### config.mk
export PLATFORM = sky130hd
export DESIGN_NAME = branch_predictor
export DESIGN_NICKNAME = d
export VERILOG_FILES = /design/src/rtl/bp_pkg.sv /design/src/rtl/sat_cnt2.sv /design/src/rtl/branch_predictor.sv
export SDC_FILE = /design/constraint.sdc
export NUM_CORES = 2
export LEC_CHECK = 0
export CAP_MARGIN = 30
export CORE_MARGIN = 3
export CORE_UTILIZATION = 50
export CTS_CLUSTER_SIZE = 14
export DETAILED_ROUTE_END_ITERATION = 10
export DONT_BUFFER_PORTS = 1
export SYNTH_ARGS = -nofsm -noshare
export SYNTH_HDL_FRONTEND = slang
export SYNTH_HIERARCHICAL = 1
export SYNTH_SLANG_ARGS = --single-unit
### constraint.sdc
create_clock -name clk -period 33.6 [get_ports clk]
set_input_delay 8.4 -clock clk [delete_from_list [all_inputs] [get_ports clk]]
set_output_delay 8.4 -clock clk [all_outputs]
set_load 0.005 [all_outputs]
### src/rtl/bp_pkg.sv
// rtl/bp_pkg.sv - counter encodings and reset/allocate values for the branch predictor
package bp_pkg;

  // 2-bit direction counter; MSB set means predict taken
  typedef enum logic [1:0] {
    SNT = 2'd0,
    WNT = 2'd1,
    WT  = 2'd2,
    ST  = 2'd3
  } cnt_t;

  localparam cnt_t CNT_RESET        = WNT;
  localparam cnt_t CNT_ALLOC_BRANCH = WT;
  localparam cnt_t CNT_ALLOC_JUMP   = ST;

endpackage

### src/rtl/sat_cnt2.sv
// rtl/sat_cnt2.sv - next-state function of a 2-bit saturating direction counter
module sat_cnt2
  import bp_pkg::*;
(
  input  cnt_t cnt_cur,
  input  logic taken,
  output cnt_t cnt_nxt
);

  // step one toward the resolved direction, holding at SNT and ST
  always_comb begin
    cnt_nxt = cnt_cur;
    if (taken) begin
      if (cnt_cur != ST) cnt_nxt = cnt_t'(cnt_cur + 2'd1);
    end else begin
      if (cnt_cur != SNT) cnt_nxt = cnt_t'(cnt_cur - 2'd1);
    end
  end

endmodule

### src/rtl/branch_predictor.sv
// rtl/branch_predictor.sv - BTB with 2-bit direction counters, mispredict detect and statistics
module branch_predictor
  import bp_pkg::*;
#(
  parameter int XLEN    = 32,
  parameter int ENTRIES = 16,
  parameter int TAG_W   = 8
) (
  input  logic            clk,
  input  logic            reset,
  input  logic [XLEN-1:0] if_pc,
  output logic            pred_hit,
  output logic            pred_taken,
  output logic [XLEN-1:0] pred_npc,
  input  logic            upd_valid,
  input  logic [XLEN-1:0] upd_pc,
  input  logic            upd_is_branch,
  input  logic            upd_is_jump,
  input  logic            upd_taken,
  input  logic [XLEN-1:0] upd_target,
  input  logic            upd_pred_taken,
  input  logic [XLEN-1:0] upd_pred_npc,
  output logic            mispredict,
  output logic [XLEN-1:0] redirect_pc,
  input  logic            clr_stats,
  output logic [31:0]     branch_cnt,
  output logic [31:0]     mispred_cnt
);

  localparam int              IDX_W   = $clog2(ENTRIES);
  localparam logic [XLEN-1:0] PC_STEP = XLEN'(4);
  localparam logic [31:0]     CNT_MAX = 32'hFFFF_FFFF;

  // table state
  logic              valid_q  [ENTRIES];
  logic [TAG_W-1:0]  tag_q    [ENTRIES];
  logic [XLEN-1:0]   target_q [ENTRIES];
  cnt_t              cnt_q    [ENTRIES];

  logic [31:0] branch_cnt_q;
  logic [31:0] mispred_cnt_q;

  logic [IDX_W-1:0] if_idx;
  logic [TAG_W-1:0] if_tag;
  logic [IDX_W-1:0] upd_idx;
  logic [TAG_W-1:0] upd_tag;
  logic             upd_hit;
  logic             upd_cf;
  logic [XLEN-1:0]  actual_npc;

  logic             tbl_we;
  logic             wr_valid;
  logic [TAG_W-1:0] wr_tag;
  logic [XLEN-1:0]  wr_target;
  cnt_t             wr_cnt;
  cnt_t             cnt_step;

  // upd_pred_taken is implied by upd_pred_npc; low PC bits and bits above the tag are not stored
  logic unused_bits;
  assign unused_bits = ^{upd_pred_taken, if_pc, upd_pc};

  assign if_idx  = if_pc[IDX_W+1:2];
  assign if_tag  = if_pc[IDX_W+TAG_W+1:IDX_W+2];
  assign upd_idx = upd_pc[IDX_W+1:2];
  assign upd_tag = upd_pc[IDX_W+TAG_W+1:IDX_W+2];
  assign upd_cf  = upd_is_branch | upd_is_jump;
  assign upd_hit = valid_q[upd_idx] && (tag_q[upd_idx] == upd_tag);

  // fetch-side lookup straight from the registered table
  always_comb begin
    pred_hit   = valid_q[if_idx] && (tag_q[if_idx] == if_tag);
    pred_taken = pred_hit && cnt_q[if_idx][1];
    pred_npc   = pred_taken ? target_q[if_idx] : if_pc + PC_STEP;
  end

  // mispredict compares the true next PC against what fetch actually used
  always_comb begin
    actual_npc  = upd_taken ? upd_target : upd_pc + PC_STEP;
    mispredict  = upd_valid && (actual_npc != upd_pred_npc);
    redirect_pc = actual_npc;
  end

  sat_cnt2 u_sat_cnt2 (
    .cnt_cur (cnt_q[upd_idx]),
    .taken   (upd_taken),
    .cnt_nxt (cnt_step)
  );

  // decide the new contents of the indexed entry for this resolved instruction
  always_comb begin
    tbl_we    = 1'b0;
    wr_valid  = valid_q[upd_idx];
    wr_tag    = tag_q[upd_idx];
    wr_target = target_q[upd_idx];
    wr_cnt    = cnt_q[upd_idx];
    if (upd_valid) begin
      if (upd_cf) begin
        if (upd_hit) begin
          tbl_we = 1'b1;
          if (upd_is_jump) begin
            wr_cnt    = ST;
            wr_target = upd_target;
          end else begin
            wr_cnt = cnt_step;
            if (upd_taken) wr_target = upd_target;
          end
        end else if (upd_taken) begin
          tbl_we    = 1'b1;
          wr_valid  = 1'b1;
          wr_tag    = upd_tag;
          wr_target = upd_target;
          wr_cnt    = upd_is_jump ? CNT_ALLOC_JUMP : CNT_ALLOC_BRANCH;
        end
      end else if (upd_hit) begin
        // a non-control-flow instruction aliased onto an entry: drop it
        tbl_we   = 1'b1;
        wr_valid = 1'b0;
      end
    end
  end

  // table registers, cleared asynchronously entry by entry
  always_ff @(posedge clk or posedge reset) begin
    if (reset) begin
      for (int i = 0; i < ENTRIES; i++) begin
        valid_q[i]  <= 1'b0;
        tag_q[i]    <= '0;
        target_q[i] <= '0;
        cnt_q[i]    <= CNT_RESET;
      end
    end else if (tbl_we) begin
      valid_q[upd_idx]  <= wr_valid;
      tag_q[upd_idx]    <= wr_tag;
      target_q[upd_idx] <= wr_target;
      cnt_q[upd_idx]    <= wr_cnt;
    end
  end

  // saturating statistics; clear wins over a same-cycle increment
  always_ff @(posedge clk or posedge reset) begin
    if (reset) begin
      branch_cnt_q  <= '0;
      mispred_cnt_q <= '0;
    end else if (clr_stats) begin
      branch_cnt_q  <= '0;
      mispred_cnt_q <= '0;
    end else begin
      if (upd_valid && upd_cf && (branch_cnt_q != CNT_MAX))
        branch_cnt_q <= branch_cnt_q + 32'd1;
      if (mispredict && (mispred_cnt_q != CNT_MAX))
        mispred_cnt_q <= mispred_cnt_q + 32'd1;
    end
  end

  assign branch_cnt  = branch_cnt_q;
  assign mispred_cnt = mispred_cnt_q;

endmodule

Yosys cells after proc, flatten, opt, wreduce, memory -nomap -nowiden

Index checks and enable logic that the tools add are counted.

Register bits after elaboration: 752
Bits in latches: 0
RAM bits: 0
Memory bits (read-only): 0
Input port bits: 136
Output and inout bits: 131
Logic and storage cells: 165
Memories: 0

$add $sub $neg: 6
$mul: 0
Div/mod/pow operators: 0
Magnitude comparators: 3
Equality and inequality tests: 6
Shift operators: 0
Mux-type cells: 70
Bitwise logic cells: 3
Reduce and logical (&&, ||, !) cells: 11

Operator list:

| cell                                                            | number |
|---|---|
| 512-bit bitwise mux                                             | 1 |
| 32-bit 2-to-1 mux                                               | 16 |
| 32-bit binary-select mux with 4-bit select                      | 2 |
| 128-bit bitwise mux                                             | 1 |
| 32-bit demux with 4-bit select                                  | 1 |
| 8-bit 2-to-1 mux                                                | 9 |
| 32-bit by 1-bit adder with 32-bit output, second input constant | 2 |
| 32-bit by 3-bit adder with 32-bit output, second input constant | 2 |
| 8-bit binary-select mux with 4-bit select                       | 2 |
| 32-bit != test, second input constant                           | 2 |
| 32-bit bitwise mux                                              | 1 |
| 8-bit demux with 4-bit select                                   | 1 |
| 32-bit != test                                                  | 1 |
| 2-bit 2-to-1 mux                                                | 13 |
| 2-bit binary-select mux with 4-bit select                       | 2 |
| 16-bit bitwise mux                                              | 1 |
| 8-bit == test                                                   | 2 |
| 1-bit 2-to-1 mux                                                | 16 |
| 5-bit greater-or-equal comparator, second input constant        | 2 |
| 4-bit inverter with 5-bit output                                | 2 |
| 1-bit binary-select mux with 4-bit select                       | 2 |
| 2-bit demux with 4-bit select                                   | 1 |
| 1-bit logical AND                                               | 8 |
| 2-bit nonzero test                                              | 3 |
| other kinds (6)                                                 | 6 |

Depth between registers and ports, before layout

Depth after elaboration: 12
Gate-level depth with buffers: 20
Gate-level depth less buffers: 11

By module

Netlist, hierarchy kept.

Modules (own cells, without submodules):

| module           | instances | cells an instance | area an instance (um^2) | sequential area each (um^2) |
|---|---|---|---|---|
| branch_predictor | 1         | 3914              | 42236.8                 | 18838.1 |
| sat_cnt2         | 1         | 3                 | 26.3                    | 0.0 |

Least setup slack after synthesis

No wires, ideal clock.

Kind: input to output
Start point: in upd_pc[3]
End point: out mispredict
Data arrival time: 11.933 ns
Data required time: 25.200 ns
Setup slack: 13.267 ns
Stages: 15
Path buffers: 6
Cell sequence: buf_2 -> buf_2 -> buf_2 -> clkbuf_1 -> buf_2 -> buf_2 -> inv_1 -> ha_1 -> mux2_2 -> xor2_1 -> nor4_1 -> nand4_1 -> or3_1 -> nor4_1 -> a41oi_1

Longest elaborated chain between the ends: 4

Ends and longest elaborated chain:

| element                                  | line                   | RTL |
|---|---|---|
| from (decl)                              | branch_predictor.sv:16 | `input logic [XLEN-1:0] upd_pc,` |
| 32-bit by 3-bit adder with 32-bit output | branch_predictor.sv:78 | `actual_npc = upd_taken ? upd_target : upd_pc + PC_STEP;` |
| 32-bit 2-to-1 mux                        | branch_predictor.sv:78 |  |
| net redirect_pc[3]                       | branch_predictor.sv:24 | `output logic [XLEN-1:0] redirect_pc,` |
| 32-bit != test                           | branch_predictor.sv:79 | `mispredict = upd_valid && (actual_npc != upd_pred_npc);` |
| 1-bit logical AND                        | branch_predictor.sv:79 |  |
| to (decl)                                | branch_predictor.sv:23 | `output logic mispredict,` |

The timed path passes the listed nets, and every way through them passes these cells.

Worst setup path in the final report

Start point: in if_pc[5]
End point: out pred_npc[30]

Longest elaborated chain between the ends: 8
Elaborated cells on any way between the ends: 18
Those cells by class: 1 x add/sub; 1 x eq/ne; 13 x mux; 1 x bitwise; 2 x reduce/logical

Ends and longest elaborated chain:

| element                                                | line                                                                   | RTL |
|---|---|---|
| from (decl)                                            | branch_predictor.sv:11                                                 | `input logic [XLEN-1:0] if_pc,` |
| 4-bit inverter with 5-bit output (not written as such) | branch_predictor.sv:71, branch_predictor.sv:72, branch_predictor.sv:73 |  |
| 8-bit binary-select mux with 4-bit select              | branch_predictor.sv:71                                                 | `pred_hit = valid_q[if_idx] && (tag_q[if_idx] == if_tag);` |
| 8-bit 2-to-1 mux (not written as such) (2 in series)   | branch_predictor.sv:71                                                 |  |
| 8-bit == test                                          | branch_predictor.sv:71                                                 |  |
| 1-bit logical AND                                      | branch_predictor.sv:71                                                 |  |
| 1-bit logical AND                                      | branch_predictor.sv:72                                                 | `pred_taken = pred_hit && cnt_q[if_idx][1];` |
| 32-bit 2-to-1 mux *                                    | branch_predictor.sv:73                                                 | `pred_npc = pred_taken ? target_q[if_idx] : if_pc + PC_STEP;` |
| to (decl)                                              | branch_predictor.sv:14                                                 | `output logic [XLEN-1:0] pred_npc,` |

Mark *: on every way between the ends. The rest lies on a longest branch, timed or not. The select of a mux whose other input is x is not followed.

==> results.json <==
{
  "wl_per_cell_um": 26.8,
  "rows": 105,
  "final_cell_mix": "773 x nand2_1, 736 x dfrtp_1, 723 x o21ai_0",
  "portBuffers": 0,
  "synth-main-ff-cell": "dfrtp_1",
  "avgSynthCellArea_um2": 10.8,
  "worstSkewPairLatency_ns": 0.63,
  "core_um2": 82900,
  "period_needed_ns": 20.80,
  "p_per_area_nw_per_um2": 48.7,
  "drv_cap": 0,
  "fin_skew_ns": 0.0329,
  "cts_root_buffer": "clkbuf_16",
  "routed_wl_um": 132000,
  "drc": 0,
  "power.leakage_uw": 0.0189,
  "setup_viol": 0,
  "first_pass_iters": 8,
  "fp.dieW_um": 297,
  "cts-resized-gates": 0,
  "first_iter_violations": 3082,
  "grt_pass1_wl_um": 202000,
  "vias": 31400,
  "crit_path_top_delay_cell": "or4_2",
  "design_area_um2": 46100,
  "synth_fp_nets": 4060,
  "synth_seq_cells": 752,
  "status": "complete, no violations",
  "cts-htree-levels": 3,
  "area_delta_synth_final_pct": 8.97,
  "ant_nets": 0,
  "timing.fmax_mhz": 48.1,
  "clock-sinks": 752,
  "critPathKind": "input pin to output pin",
  "hold_buffers": 0,
  "final_common_cell": "nand2_1",
  "place_area_um2": 43200,
  "vias_per_cell": 6.39,
  "rsz0062_at_grt": "no",
  "path_cells": "inv_4 -> buf_4 -> mux4_2 -> xnor2_1 -> nand4_1 -> or4_2 -> buf_4 -> a21oi_1",
  "worstMarginPinSlew_ns": 0.990,
  "cts_setup_buffers": 0,
  "grt-ovfl-total": 0,
  "grt_max_degree": 187,
  "dp_hpwl_um": 80300,
  "grt_pass1_vias": 30900,
  "critPathTopFamily": "buffers and inverters",
  "synth_cell_type_count": 73,
  "place_congestion": 0.946,
  "arrival_ns": 12.40,
  "synth-edff-count": 0,
  "ys_seq_area_frac": 0.446,
  "start_kind": "input pin",
  "final_nets": 3876,
  "worstHoldPathType": "flip-flop to flip-flop",
  "ir_drop_mv": 0.0375,
  "total_power_uw": 2240,
  "start_util": 0.510,
  "finalHoldViolCount": 0,
  "cp_max_fo": 35,
  "setup_tns_ns": 0,
  "cts_made_buffers": 83,
  "endpoint_kind": "output pin",
  "tritoncts": "done",
  "critPathMostFrequentCell": "buf_4",
  "clockBufferDepth": 3,
  "worst-path-buf-inv": 3,
  "path_clk_slew_ns": 0.06,
  "synthesis.area_um2": 42300,
  "synthCells": 3917,
  "slew_viol_final": 0,
  "worstPathRequired_ns": 25.20,
  "antenna_found_initial": 5,
  "async_reset_ff_frac": 1.00,
  "ys_warn_count": 6,
  "ios": 267,
  "relSlewSlack": 0.338,
  "die_h_um": 297,
  "cp_slowest_stage_delay_ns": 0.90,
  "grt_usage": 0.301,
  "layout-drive-gt1-share": 0.192,
  "dieArea_um2": 88100,
  "fin_crit_sh": 0.619,
  "hold_slack_ns": 0.477
}
==> tightest hold or removal path, stage by stage, from the launching register on <==
cell	delay (ns)
dfstp_2	0.37
nand2_1	0.04
o21ai_0	0.06
==> cells in the mapped netlist (all sizes together), types with 28 or more instances <==
| cell | count | area (µm²) |
|---|---|---|
| mux4 | 406 | 9140 |
| nor3 | 35 | 185 |
| mux2 | 52 | 586 |
| a21oi | 63 | 315 |
| o21ai | 723 | 3620 |
| xor2 | 59 | 517 |
| nor2 | 110 | 413 |
| inv | 28 | 105 |
| nand3 | 75 | 375 |
| xnor2 | 73 | 639 |
| and3 | 36 | 225 |
| buf | 64 | 297 |
| dfrtp | 736 | 18400 |
| nor2b | 30 | 188 |
| mux2i | 72 | 721 |
| clkbuf | 293 | 1100 |
| nand4 | 54 | 353 |
| nand2 | 774 | 2910 |
==> where the power goes <==
| part | leakage, µW | total (µW) | switching, µW | internal (µW) |
|---|---|---|---|---|
| logic | 0.00730 | 286 | 140 | 146 |
| clock network | 0.00136 | 922 | 381 | 542 |
| registers | 0.0103 | 1030 | 52.2 | 980 |
==> kinds of logic after synthesis <==
| group | Yosys count | share of synthesized area |
|---|---|---|
| compound gates | 884 | 0.112 |
| xor+xnor | 132 | 0.0274 |
| fa+ha+maj | 9 | 0.00261 |
| buf+inv | 386 | 0.0356 |
| flops | 752 | 0.446 |
| mux | 530 | 0.247 |
| simple gates | 1224 | 0.129 |
==> per-layer routing <==
| metal | GRT usage | share of wire | vias to the layer above |
|---|---|---|---|
| li1 | - | - | 13900 |
| met1 | 0.431 | 0.43 | 16100 |
| met2 | 0.468 | 0.46 | 1204 |
| met3 | 0.0632 | 0.084 | 232 |
| met4 | 0.0876 | 0.030 | 2 |
| met5 | 0 | 0.000099 | - |
==> sequential cells by signal (all words and copies together) (netlist names) <==
register     count
valid_q         16
tag_q          128
mispred_cnt     32
cnt_q           32
branch_cnt      32
target_q       512
==> worst paths after layout <==
| kind | startpoint | cells after the start | slack (ns) | end |
|---|---|---|---|---|
| setup / recovery | if_pc[5] | 8 | 12.80 | pred_npc[30] |
| hold / removal | cnt_q[26]$_DFFE_PP1P_ | 2 | 0.48 | cnt_q[26]$_DFFE_PP1P_ |
| setup reg to reg | tag_q[6]$_DFFE_PP0P_ | 10 | 29.52 | valid_q[7]$_DFFE_PP0P_ |
| hold reg to reg | cnt_q[26]$_DFFE_PP1P_ | 2 | 0.48 | cnt_q[26]$_DFFE_PP1P_ |
| max in group asynchronous | reset | 4 | 23.25 | mispred_cnt[19]$_DFFE_PP0P_ |
| min in group asynchronous | reset | 1 | 7.59 | target_q[363]$_DFFE_PP0P_ |
==> area by class of cell <==
type                            instances  area, µm²
Fill cell                            7142      36800
Clock inverter                         34        337
Antenna cell                            3       7.51
Inverter                               29        119
Sequential cell                       752      18800
Timing Repair Buffer                   88        861
Clock buffer                          115       2390
Tap cell                             1123       1410
Multi-Input combinational cell       2779      22100
==> through the flow <==
| step | utilization | worst slack, ns | std cells |
|---|---|---|---|
| finish | 0.556 | 12.80 | 4923 |
| global route | 0.555 | 12.64 | 4920 |
| CTS | 0.554 | 12.77 | 4916 |
| detailed placement | 0.521 | 12.79 | 4767 |
| global placement | 0.516 | 12.81 | 4725 |
| floorplan | - | 4.12 | 3917 |
Power figures use the tool's default switching activity.
